==> config.mk <==
export PLATFORM = sky130hd
export DESIGN_NAME = control_unit_seq
export DESIGN_NICKNAME = d
export VERILOG_FILES = /design/src/rtl/cu_pkg.sv /design/src/rtl/cu_op_decode.sv /design/src/rtl/control_unit_seq.sv
export SDC_FILE = /design/constraint.sdc
export NUM_CORES = 1
export LEC_CHECK = 0
export ABC_AREA = 1
export BUFFER_PORTS_ARGS = -buffer_cell sky130_fd_sc_hd__buf_2
export CAP_MARGIN = 5
export CORE_ASPECT_RATIO = 0.8
export CORE_MARGIN = 5
export CORE_UTILIZATION = 52
export CTS_BUF_LIST = sky130_fd_sc_hd__clkbuf_16
export DETAILED_ROUTE_END_ITERATION = 12
export PLACE_DENSITY = 0.82
export SYNTH_ARGS = -nofsm -noshare
export SYNTH_HDL_FRONTEND = slang
export SYNTH_SLANG_ARGS = --single-unit
==> constraint.sdc <==
create_clock -name clk -period 2.25 [get_ports clk]
set_input_delay 0.3375 -clock clk [delete_from_list [all_inputs] [get_ports clk]]
set_output_delay 0.3375 -clock clk [all_outputs]
set_load 0.005 [all_outputs]
==> src/rtl/cu_pkg.sv <==
// Shared definitions for the sequential control unit: opcodes, ALU selects,
// FSM state encoding and the decoded instruction-class record.
package cu_pkg;

  // Opcode values, taken from the 5 LSBs of the opcode field.
  localparam logic [4:0] OP_NOP       = 5'd0;
  localparam logic [4:0] OP_MOV_RC    = 5'd1;   // reg -> RC
  localparam logic [4:0] OP_MOV_CONST = 5'd2;   // const -> RC
  localparam logic [4:0] OP_MOV_REG   = 5'd3;   // RC -> reg
  localparam logic [4:0] OP_MOV_RA    = 5'd4;   // reg -> RA
  localparam logic [4:0] OP_LOAD      = 5'd5;
  localparam logic [4:0] OP_STORE     = 5'd6;
  localparam logic [4:0] OP_NOT       = 5'd7;
  localparam logic [4:0] OP_AND       = 5'd8;
  localparam logic [4:0] OP_OR        = 5'd9;
  localparam logic [4:0] OP_XOR       = 5'd10;
  localparam logic [4:0] OP_ADD       = 5'd11;
  localparam logic [4:0] OP_SUB       = 5'd12;
  localparam logic [4:0] OP_INC       = 5'd13;

  // ALU function selects driven during EXEC.
  localparam int ALU_NONE = 0;
  localparam int ALU_NOT  = 1;
  localparam int ALU_AND  = 2;
  localparam int ALU_OR   = 3;
  localparam int ALU_XOR  = 4;
  localparam int ALU_ADD  = 5;
  localparam int ALU_SUB  = 6;
  localparam int ALU_INC  = 7;

  typedef enum logic [1:0] {
    ST_IDLE = 2'd0,
    ST_EXEC = 2'd1,
    ST_MEM  = 2'd2,
    ST_DONE = 2'd3
  } state_t;

  // Instruction classes the FSM needs to gate its controls.
  typedef struct packed {
    logic reg_to_rc;    // MOV reg->RC
    logic const_to_rc;  // MOV const->RC
    logic rc_to_reg;    // MOV RC->reg
    logic reg_to_ra;    // MOV reg->RA
    logic is_alu;       // NOT..INC
    logic is_mem;       // LOAD or STORE
    logic is_store;     // STORE
    logic is_illegal;   // undefined opcode
  } op_class_t;

endpackage

==> src/rtl/cu_op_decode.sv <==
// Combinational opcode decoder: instruction-class flags and ALU select.
module cu_op_decode
  import cu_pkg::*;
#(
  parameter int OP_W     = 5,
  parameter int ALUSEL_W = 3
) (
  input  logic [OP_W-1:0]     opcode,
  output op_class_t           op_class,
  output logic [ALUSEL_W-1:0] alu_sel
);

  logic       upper_nz;
  logic [4:0] op5;

  // Any set bit above the 5-bit opcode space makes the instruction illegal.
  assign upper_nz = (opcode >> 5) != '0;
  assign op5      = opcode[4:0];

  // Map the opcode onto its class and ALU function.
  always_comb begin
    // NOTE: every output gets a default before the case so no latch is inferred.
    op_class = '0;
    alu_sel  = '0;
    if (upper_nz) begin
      op_class.is_illegal = 1'b1;
    end else begin
      case (op5)
        OP_NOP:       ;
        OP_MOV_RC:    op_class.reg_to_rc   = 1'b1;
        OP_MOV_CONST: op_class.const_to_rc = 1'b1;
        OP_MOV_REG:   op_class.rc_to_reg   = 1'b1;
        OP_MOV_RA:    op_class.reg_to_ra   = 1'b1;
        OP_LOAD:      op_class.is_mem      = 1'b1;
        OP_STORE: begin
          op_class.is_mem   = 1'b1;
          op_class.is_store = 1'b1;
        end
        OP_NOT: begin op_class.is_alu = 1'b1; alu_sel = ALUSEL_W'(ALU_NOT); end
        OP_AND: begin op_class.is_alu = 1'b1; alu_sel = ALUSEL_W'(ALU_AND); end
        OP_OR:  begin op_class.is_alu = 1'b1; alu_sel = ALUSEL_W'(ALU_OR);  end
        OP_XOR: begin op_class.is_alu = 1'b1; alu_sel = ALUSEL_W'(ALU_XOR); end
        OP_ADD: begin op_class.is_alu = 1'b1; alu_sel = ALUSEL_W'(ALU_ADD); end
        OP_SUB: begin op_class.is_alu = 1'b1; alu_sel = ALUSEL_W'(ALU_SUB); end
        OP_INC: begin op_class.is_alu = 1'b1; alu_sel = ALUSEL_W'(ALU_INC); end
        default:      op_class.is_illegal  = 1'b1;
      endcase
    end
  end

endmodule

==> src/rtl/control_unit_seq.sv <==
// Multi-cycle control unit: accepts instructions over valid/ready, then
// sequences datapath and memory controls through IDLE/EXEC/MEM/DONE.
module control_unit_seq
  import cu_pkg::*;
#(
  parameter int DATA_W      = 8,
  parameter int REGSEL_W    = 3,
  parameter int ALUSEL_W    = 3,
  parameter int MEM_TIMEOUT = 15
) (
  input  logic                clk,
  input  logic                rst_n,
  input  logic [DATA_W-1:0]   inst,
  input  logic                instValid,
  output logic                instReady,
  output logic [REGSEL_W-1:0] regSel,
  output logic [ALUSEL_W-1:0] aluSel,
  output logic                Rin,
  output logic                Rout,
  output logic                RAin,
  output logic                RCin,
  output logic                RCout,
  output logic                genConst,
  output logic                MARin,
  output logic                memReq,
  output logic                memWe,
  output logic                memOut,
  input  logic                memAck,
  output logic                busy,
  output logic                illegal,
  output logic                memErr
);

  localparam int OP_W  = DATA_W - REGSEL_W;
  localparam int CNT_W = $clog2(MEM_TIMEOUT + 1);
  localparam logic [CNT_W-1:0] CNT_LAST = CNT_W'(MEM_TIMEOUT - 1);

  state_t              state, state_nxt;
  logic [DATA_W-1:0]   ir;
  logic [CNT_W-1:0]    cnt, cnt_nxt;
  logic                ready_q;   // low in reset and on the first edge after it
  logic                accept;
  op_class_t           op_class;
  logic [ALUSEL_W-1:0] dec_alu;

  cu_op_decode #(
    .OP_W     (OP_W),
    .ALUSEL_W (ALUSEL_W)
  ) u_op_decode (
    .opcode   (ir[DATA_W-1:REGSEL_W]),
    .op_class (op_class),
    .alu_sel  (dec_alu)
  );

  assign instReady = (state == ST_IDLE) && ready_q;
  assign accept    = instReady && instValid;
  assign busy      = (state != ST_IDLE);

  // State, instruction register and wait counter; reset aborts any operation.
  always_ff @(posedge clk) begin
    // NOTE: sequential state uses non-blocking assignments only.
    if (!rst_n) begin
      state   <= ST_IDLE;
      ir      <= '0;
      cnt     <= '0;
      ready_q <= 1'b0;
    end else begin
      state   <= state_nxt;
      cnt     <= cnt_nxt;
      ready_q <= 1'b1;
      if (accept) ir <= inst;
    end
  end

  // Next-state logic and control decode from state and IR.
  always_comb begin
    state_nxt = state;
    cnt_nxt   = cnt;
    regSel    = '0;
    aluSel    = '0;
    Rin       = 1'b0;
    Rout      = 1'b0;
    RAin      = 1'b0;
    RCin      = 1'b0;
    RCout     = 1'b0;
    genConst  = 1'b0;
    MARin     = 1'b0;
    memReq    = 1'b0;
    memWe     = 1'b0;
    memOut    = 1'b0;
    illegal   = 1'b0;
    memErr    = 1'b0;
    unique case (state)
      ST_IDLE: begin
        if (accept) state_nxt = ST_EXEC;
      end
      ST_EXEC: begin
        regSel    = ir[REGSEL_W-1:0];
        aluSel    = dec_alu;
        Rout      = op_class.reg_to_rc | op_class.is_alu | op_class.reg_to_ra | op_class.is_mem;
        RCin      = op_class.reg_to_rc | op_class.is_alu | op_class.const_to_rc;
        genConst  = op_class.const_to_rc;
        RCout     = op_class.rc_to_reg;
        Rin       = op_class.rc_to_reg;
        RAin      = op_class.reg_to_ra;
        MARin     = op_class.is_mem;
        illegal   = op_class.is_illegal;
        cnt_nxt   = '0;
        state_nxt = op_class.is_mem ? ST_MEM : ST_DONE;
      end
      ST_MEM: begin
        memReq = 1'b1;
        memWe  = op_class.is_store;
        RCout  = op_class.is_store;
        if (memAck) begin
          // An ack arriving on the timeout cycle still completes normally.
          memOut    = !op_class.is_store;
          RCin      = !op_class.is_store;
          cnt_nxt   = '0;
          state_nxt = ST_DONE;
        end else if (cnt == CNT_LAST) begin
          memErr    = 1'b1;
          cnt_nxt   = '0;
          state_nxt = ST_DONE;
        end else begin
          cnt_nxt = cnt + CNT_W'(1);
        end
      end
      ST_DONE: begin
        state_nxt = ST_IDLE;
      end
      default: begin
        state_nxt = ST_IDLE;
      end
    endcase
  end

endmodule

==> reports/results.ini, run 1 <==
[status]
status = finished, final reports clean

[timing]
hold_violations = 0
finalClockSkew_ns = 0.000785
rsz0062_at_grt = no
min_period_over_period = 0.845
fin_crit_ns = 1.90
fmax_mhz = 526
timing.final.ws_setup_ns = 0.348
hold-worst-slack_ns = 0.303
worst_pin_slew_ns = 0.441
setup_violations = 0
slew-limit-headroom = 0.705
tns_ns = 0
drv_slew = 0

[logic_synthesis]
syn_area_sq_um = 952
ys.flop_type = dfxtp_1
synth_seq_area_share = 0.315
synth_top_area_share = 0.315
synth_seq_cells = 15
synth.distinct_cells = 25
netlist_top_cells_area = dfxtp_1, nand2_1, a21oi_1
synth_warnings = 0
synth.most_common_cell = nand2_1
synth_largest_area_cell = dfxtp_1
synth_fp_nets = 156
synthCells = 138
synth_edf_count = 0
yosys-top-cells-count = nand2_1, inv_1, a21oi_1
synth_area_per_cell_sq_um = 6.90
async_reset_ff_frac = 0

[drt]
drtIter0Drc = 25
avgViaCountPerCell = 5.05
avgRoutedWirePerCell_microns = 11.9
post-route-drc-count = 0
wl_mm = 2.30
dr.pass1.iters = 4
ant_nets = 0
vias = 974

[floorplanning]
die_w_microns = 57.8
row_count = 13
die_y_microns = 48.3
ioPinCount = 32
die_area_sq_um = 2790
initial_utilization = 0.568
core_sq_um = 1680

[setup_path]
cp.required_ns = 1.91
worstPathArrival_ns = 1.56
regToRegEndpoint = state[1]
r2r_slack_ns = 0.62
endpoint_kind = output port
reg2reg_from = state[1]
crit_type = register to output port
ff2ff_path_depth = 7
path_max_fanout = 6
start_kind = register

[global_route]
antenna_found_initial = 0
overflow = 0
grt_pass1_vias = 955
grtUsageTotal = 0.191
grt_max_degree = 15
grt_first_pass_wirelength_mm = 3.96

[power_and_ir_drop]
power.total_mw = 1.25
power_frac_clock = 0.280
switchingPower_mw = 0.507
combPwrFrac = 0.422
powerDensity_nw_per_um2 = 1040
p_int_mw = 0.746
swShare = 0.405
peakVddDrop_v = 0.000760
p_leak_nw = 0.621
pwr-share-seq = 0.298

[min_path]
hold_start = rst_n
hold_depth = 1
hp-class = input port to register
hold-path-endpoint = ready_q

[finish]
final_cell_area_sq_um = 1200
final_cells = 193
post-route-util = 0.716
diodes = 0
fin_nets = 190
drive_above_1_share = 0.327
syn2layout_area_growth_pct = 26.0

[cts]
cts_root_buffer = clkbuf_16
cts_tree = yes
cts.sink_count = 15
cts_buffer_depth = 2
postCtsHoldBufs = 0
post_cts_resized = 0
cts_buffers = 3
htree_levels = 1
postCtsSetupBuffers = 0
clk_pin_slew_worst_paths_ns = 0.05
worstSkewPairLatency_ns = 0.25

[placement]
dp_cells = 189
dp_slack_ns = 0.622
placed_cell_area_sq_um = 1120
io_buffers = 31
dp_hpwl_mm = 1.79
gp_congestion = 0.785

[run]
drv_cap = 0

[power groups by stage]
| stage | Sequential (mW) | Combinational [mW] | Clock, mW |
|---|---|---|---|
| finish | 0.374 | 0.529 | 0.350 |
| global placement | 0.373 | 0.498 | 0 |
| global route | 0.379 | 0.602 | 0.370 |
| detailed placement | 0.376 | 0.523 | 0 |
| CTS | 0.372 | 0.529 | 0.358 |
| floorplan | 0.365 | 0.393 | 0 |
[flip-flops by register name, indices dropped and copies added (netlist names)]
register	flops
ready_q	1
cnt	4
state	2
ir	8
[metal layers]
metal  track usage  vias up  routed length [microns]
li1              -      504                        -
met1         0.217      425                     1050
met2         0.327       39                     1030
met3        0.0714        6                      182
met4        0.0972        0                       40
met5             0        -                        0
[area by class of cell]
class	count	area, sq um
repair buffers	32	163
inverters	23	86.3
flip-flops and latches	15	300
clock buffers	3	75.1
fillers	138	475
clock inverters	1	5.00
multi-input cells	97	543
well taps	22	27.5
[cells by family after synthesis]
family	count (synthesis)	synth area share
xor gates and xnor gates	2	0.0184
DFF	15	0.315
AOI/OAI and AO/OA	29	0.163
adders and majority gates	6	0.0788
buffers and inverters	26	0.114
and+or+nand+nor	60	0.310
[cells in the final DEF (no fill, tap or decap), types with 5 or more instances in the layout]
cell	netlist	routed
a21oi_1	17	17
buf_2	1	31
dfxtp_1	15	15
ha_1	6	6
inv_1	18	18
inv_2	5	5
nand2_1	25	25
nand3_1	11	11
nor2_1	8	8
nor2_2	6	6
o21ai_0	7	7
[critical path: stages, from the launching register on]
cell	delay [ns]
dfxtp_1	0.30
inv_1	0.14
ha_1	0.20
inv_1	0.11
nor3_2	0.25
nor2_2	0.07
a21oi_2	0.13
buf_2	0.12
[worst max-delay path by stage]
| stage | from | to | cells past startpoint |
|---|---|---|---|
| 6_report | state[1] | RCin | 7 |
| 5_1_grt | state[1] | RCin | 7 |
| 4_1_cts | state[1] | RCin | 7 |
| 3_5_place_dp | state[1] | RCin | 7 |
| 3_3_place_gp | state[1] | RCin | 7 |
| 2_1_floorplan | state[1] | RCin | 7 |
No activity file was read; power rests on OpenSTA's default activity.
==> run 2, diff against run 1 <==
CORE_UTILIZATION = 49   (was 52)
PLACE_DENSITY = 0.78   (was 0.82)
clock period = 2 ns   (was 2.25 ns; I/O delays follow)
==> reports/results.ini, run 2 (synthesis results as in run 1) <==
[drt]
avgRoutedWirePerCell_microns = 11.8
wl_mm = 2.31
avgViaCountPerCell = 5.08
post-route-drc-count = 0
vias = 996
drtIter0Drc = 23
ant_nets = 0
dr.pass1.iters = 4

[timing]
timing.final.ws_setup_ns = 0.162
fin_crit_ns = 1.84
finalClockSkew_ns = 0.000964
fmax_mhz = 544
tns_ns = 0
worst_pin_slew_ns = 0.238
slew-limit-headroom = 0.841
hold_violations = 0
setup_violations = 0
drv_slew = 0
rsz0062_at_grt = no
min_period_over_period = 0.919

[setup_path]
ff2ff_path_depth = 9
start_kind = register
crit_type = register to output port
worstPathArrival_ns = 1.54
r2r_slack_ns = 0.56
endpoint_kind = output port
path_max_fanout = 6
regToRegEndpoint = state[0]
cp.required_ns = 1.70
reg2reg_from = state[0]

[cts]
cts_root_buffer = clkbuf_16
cts.sink_count = 15
postCtsSetupBuffers = 0
postCtsHoldBufs = 0
post_cts_resized = 0
cts_buffer_depth = 2
clk_pin_slew_worst_paths_ns = 0.05
worstSkewPairLatency_ns = 0.24
cts_buffers = 3
htree_levels = 1
cts_tree = yes

[floorplanning]
die_w_microns = 59.3
die_area_sq_um = 2930
row_count = 14
die_y_microns = 49.4
initial_utilization = 0.508
ioPinCount = 32
core_sq_um = 1870

[power_and_ir_drop]
power.total_mw = 1.40
powerDensity_nw_per_um2 = 1160
p_leak_nw = 0.627
peakVddDrop_v = 0.000687

[placement]
placed_cell_area_sq_um = 1130
io_buffers = 31
dp_slack_ns = 0.431
dp_hpwl_mm = 1.81
gp_congestion = 0.866

[finish]
largest_reg_flops = 8
syn2layout_area_growth_pct = 26.9
mostFrequentLayoutCell = buf_2
final_cell_area_sq_um = 1210
mostFrequentLayoutCells = buf_2, nand2_1, inv_1, a21oi_1, dfxtp_1
top_regs = ir: 8 flops, cnt: 4 flops, state: 2 flops
multiInputGateArea_sq_um = 543
drive_above_1_share = 0.326
fin_nets = 191
largest-register = ir
nFillCells = 169
layout.area.seq_sq_um = 300
diodes = 0

[global_route]
grt_max_degree = 14
grtUsageTotal = 0.172
grt_pass1_vias = 961
antenna_found_initial = 0
overflow = 0
grt_first_pass_wirelength_mm = 3.93

[min_path]
hold_depth = 1
hp-class = input port to register
hold_start = rst_n
hold-path-endpoint = ready_q

[run]
drv_cap = 0

[status]
status = finished, final reports clean

## run 2: changes by cell type in the layout (fill, tap and decap cells not counted)
cell	change
clkinv_2	-1
buf_4	+1
inv_1	+1
## run 2: critical path, stage by stage, from the launching register on
cell and delay, ns:
dfxtp_1 0.31, inv_1 0.14, ha_1 0.19, inv_1 0.11, nor3_2 0.25, nor2_2 0.07
a21oi_2 0.12, buf_2 0.12
## run 2: routing by layer
| metal | part of all wire | vias up | GRT usage | routed length, microns |
|---|---|---|---|---|
| met5 | 0 | - | 0 | 0 |
| met1 | 0.48 | 441 | 0.224 | 1100 |
| met2 | 0.44 | 37 | 0.264 | 1000 |
| met3 | 0.069 | 7 | 0.0423 | 160 |
| met4 | 0.019 | 0 | 0.0717 | 44 |
| li1 | - | 511 | - | - |
## run 2: through the flow
step / std cells / utilization / hold slack, ns
detailed placement: 192 / 0.603 / 0.457
global placement: 192 / 0.603 / 0.452
CTS: 196 / 0.645 / 0.281
floorplan: 138 / - / 0.328
finish: 196 / 0.645 / 0.286
global route: 196 / 0.645 / 0.287
## run 2: where the power goes
part           internal [mW]  total (mW)  leakage [nW]  switching (mW)
registers              0.359       0.420         0.123          0.0605
logic                  0.217       0.604         0.461           0.386
clock network          0.264       0.378        0.0423           0.114
## run 2: layout make-up
cell class                      count  share of cell area
Timing Repair Buffer               33               0.141
Clock buffer                        3              0.0621
Sequential cell                    15               0.248
Multi-Input combinational cell     97               0.449
Clock inverter                      1             0.00311
Tap cell                           24              0.0248
Inverter                           23              0.0714
## run 2: how the worst max path moves through the flow
stage                  start   end  slack (ns)  depth (start not counted)
floorplan           state[1]  RCin        0.46                          7
global placement    state[1]  RCin        0.50                          7
detailed placement  state[1]  RCin        0.43                          7
CTS                 state[1]  RCin        0.17                          7
global route        state[1]  RCin        0.06                          7
finish              state[1]  RCin        0.16                          7
==> run 3, diff against run 2 <==
GPL_TIMING_DRIVEN = 0   (was default)
==> reports/results.ini, run 3 (synthesis results as in run 1) <==
[timing]
min_period_over_period = 0.933
hold_violations = 0
slew-limit-headroom = 0.839
worst_pin_slew_ns = 0.241
hold-worst-slack_ns = 0.268
setup_violations = 0
fin_crit_ns = 1.87
finalClockSkew_ns = 0.000648
fmax_mhz = 536
drv_slew = 0

[cts]
cts_root_buffer = clkbuf_16
htree_levels = 1
clk_pin_slew_worst_paths_ns = 0.05
cts.sink_count = 15
cts_buffers = 3
postCtsSetupBuffers = 0
cts_tree = yes
cts_buffer_depth = 2
worstSkewPairLatency_ns = 0.24

[global_route]
grt_first_pass_wirelength_mm = 3.85
overflow = 0
antenna_found_initial = 0
grt_pass1_vias = 953
grtUsageTotal = 0.166
grt_max_degree = 11

[floorplanning]
row_count = 14
die_y_microns = 49.4
die_area_sq_um = 2930
ioPinCount = 32
die_w_microns = 59.3
core_sq_um = 1870
initial_utilization = 0.508

[finish]
largest_reg_flops = 8
nFillCells = 169
mostFrequentLayoutCell = buf_2
fin_nets = 191
diodes = 0
top_regs = ir: 8 flops, cnt: 4 flops, state: 2 flops
syn2layout_area_growth_pct = 28.0
final_cell_area_sq_um = 1220
drive_above_1_share = 0.331
mostFrequentLayoutCells = buf_2, nand2_1, inv_1, a21oi_1, dfxtp_1
final_cells = 196
largest-register = ir

[placement]
dp_cells = 193
placed_cell_area_sq_um = 1140
io_buffers = 31
dp_hpwl_mm = 1.74
gp_congestion = 0.845

[power_and_ir_drop]
powerDensity_nw_per_um2 = 1160
peakVddDrop_v = 0.000724
power.total_mw = 1.41
p_leak_nw = 0.629

[min_path]
hp-class = input port to register

[drt]
wl_mm = 2.25
drtIter0Drc = 24
dr.pass1.iters = 4
vias = 978
avgRoutedWirePerCell_microns = 11.5
avgViaCountPerCell = 4.99
post-route-drc-count = 0
ant_nets = 0

[setup_path]
crit_type = register to output port
worstPathArrival_ns = 1.57
slowest_delay_ns = 0.31
crit_slowest_cell = dfxtp_1
cp.required_ns = 1.70
path_max_fanout = 9
start_kind = register
cp.buffers_inverters = 4
endpoint_kind = output port
path_cells = inv_2 > ha_1 > clkbuf_8 > inv_1 > nor3_4 > nor2_2 > a21oi_2 > buf_2
crit_family = buffers and inverters

[status]
status = finished, final reports clean

[run]
drv_cap = 0

## run 3: cell type report
| class | count | area, sq um | area share |
|---|---|---|---|
| multi-input combinational | 97 | 549 | 0.451 |
| sequential | 15 | 300 | 0.246 |
| timing repair buffer | 31 | 155 | 0.127 |
| inverter | 23 | 86.3 | 0.0708 |
| clock buffer | 3 | 75.1 | 0.0616 |
| tap | 24 | 30.0 | 0.0246 |
| buffer | 2 | 18.8 | 0.0154 |
| clock inverter | 1 | 3.75 | 0.00308 |
## run 3: stage by stage
stage | setup TNS [ns] | util | setup WS, ns
floorplan | 0 | - | 0.461
global placement | 0 | 0.607 | 0.315
detailed placement | 0 | 0.607 | 0.241
CTS | 0 | 0.649 | 0.0225
global route | -0.0141 | 0.650 | -0.0141
finish | 0 | 0.650 | 0.135
## run 3: power breakdown
group | switching, mW | internal, mW | total, mW | leakage [nW]
clock | 0.117 | 0.264 | 0.381 | 0.0423
sequential | 0.0610 | 0.359 | 0.420 | 0.123
combinational | 0.387 | 0.223 | 0.609 | 0.464
## run 3: worst paths after layout
path	startpoint	to	slack [ns]	cells after the start
setup / recovery	state[1]	RCin	0.13	8
hold / removal	rst_n	ready_q	0.27	1
setup reg to reg	state[0]	state[0]	0.58	9
hold reg to reg	ir[2]	ir[2]	0.47	2
## run 3: what timing repair did
item,CTS,global route
hold buffers,0,0
endpoints found under the setup margin,1,2
gates resized for setup,0,2
pin swaps,1,0
## run 3: per-layer routing
layer / part of all wire / track usage
met3: 0.068 / 0.0344
met4: 0.012 / 0.0679
met1: 0.46 / 0.209
met2: 0.46 / 0.269
met5: 0 / 0
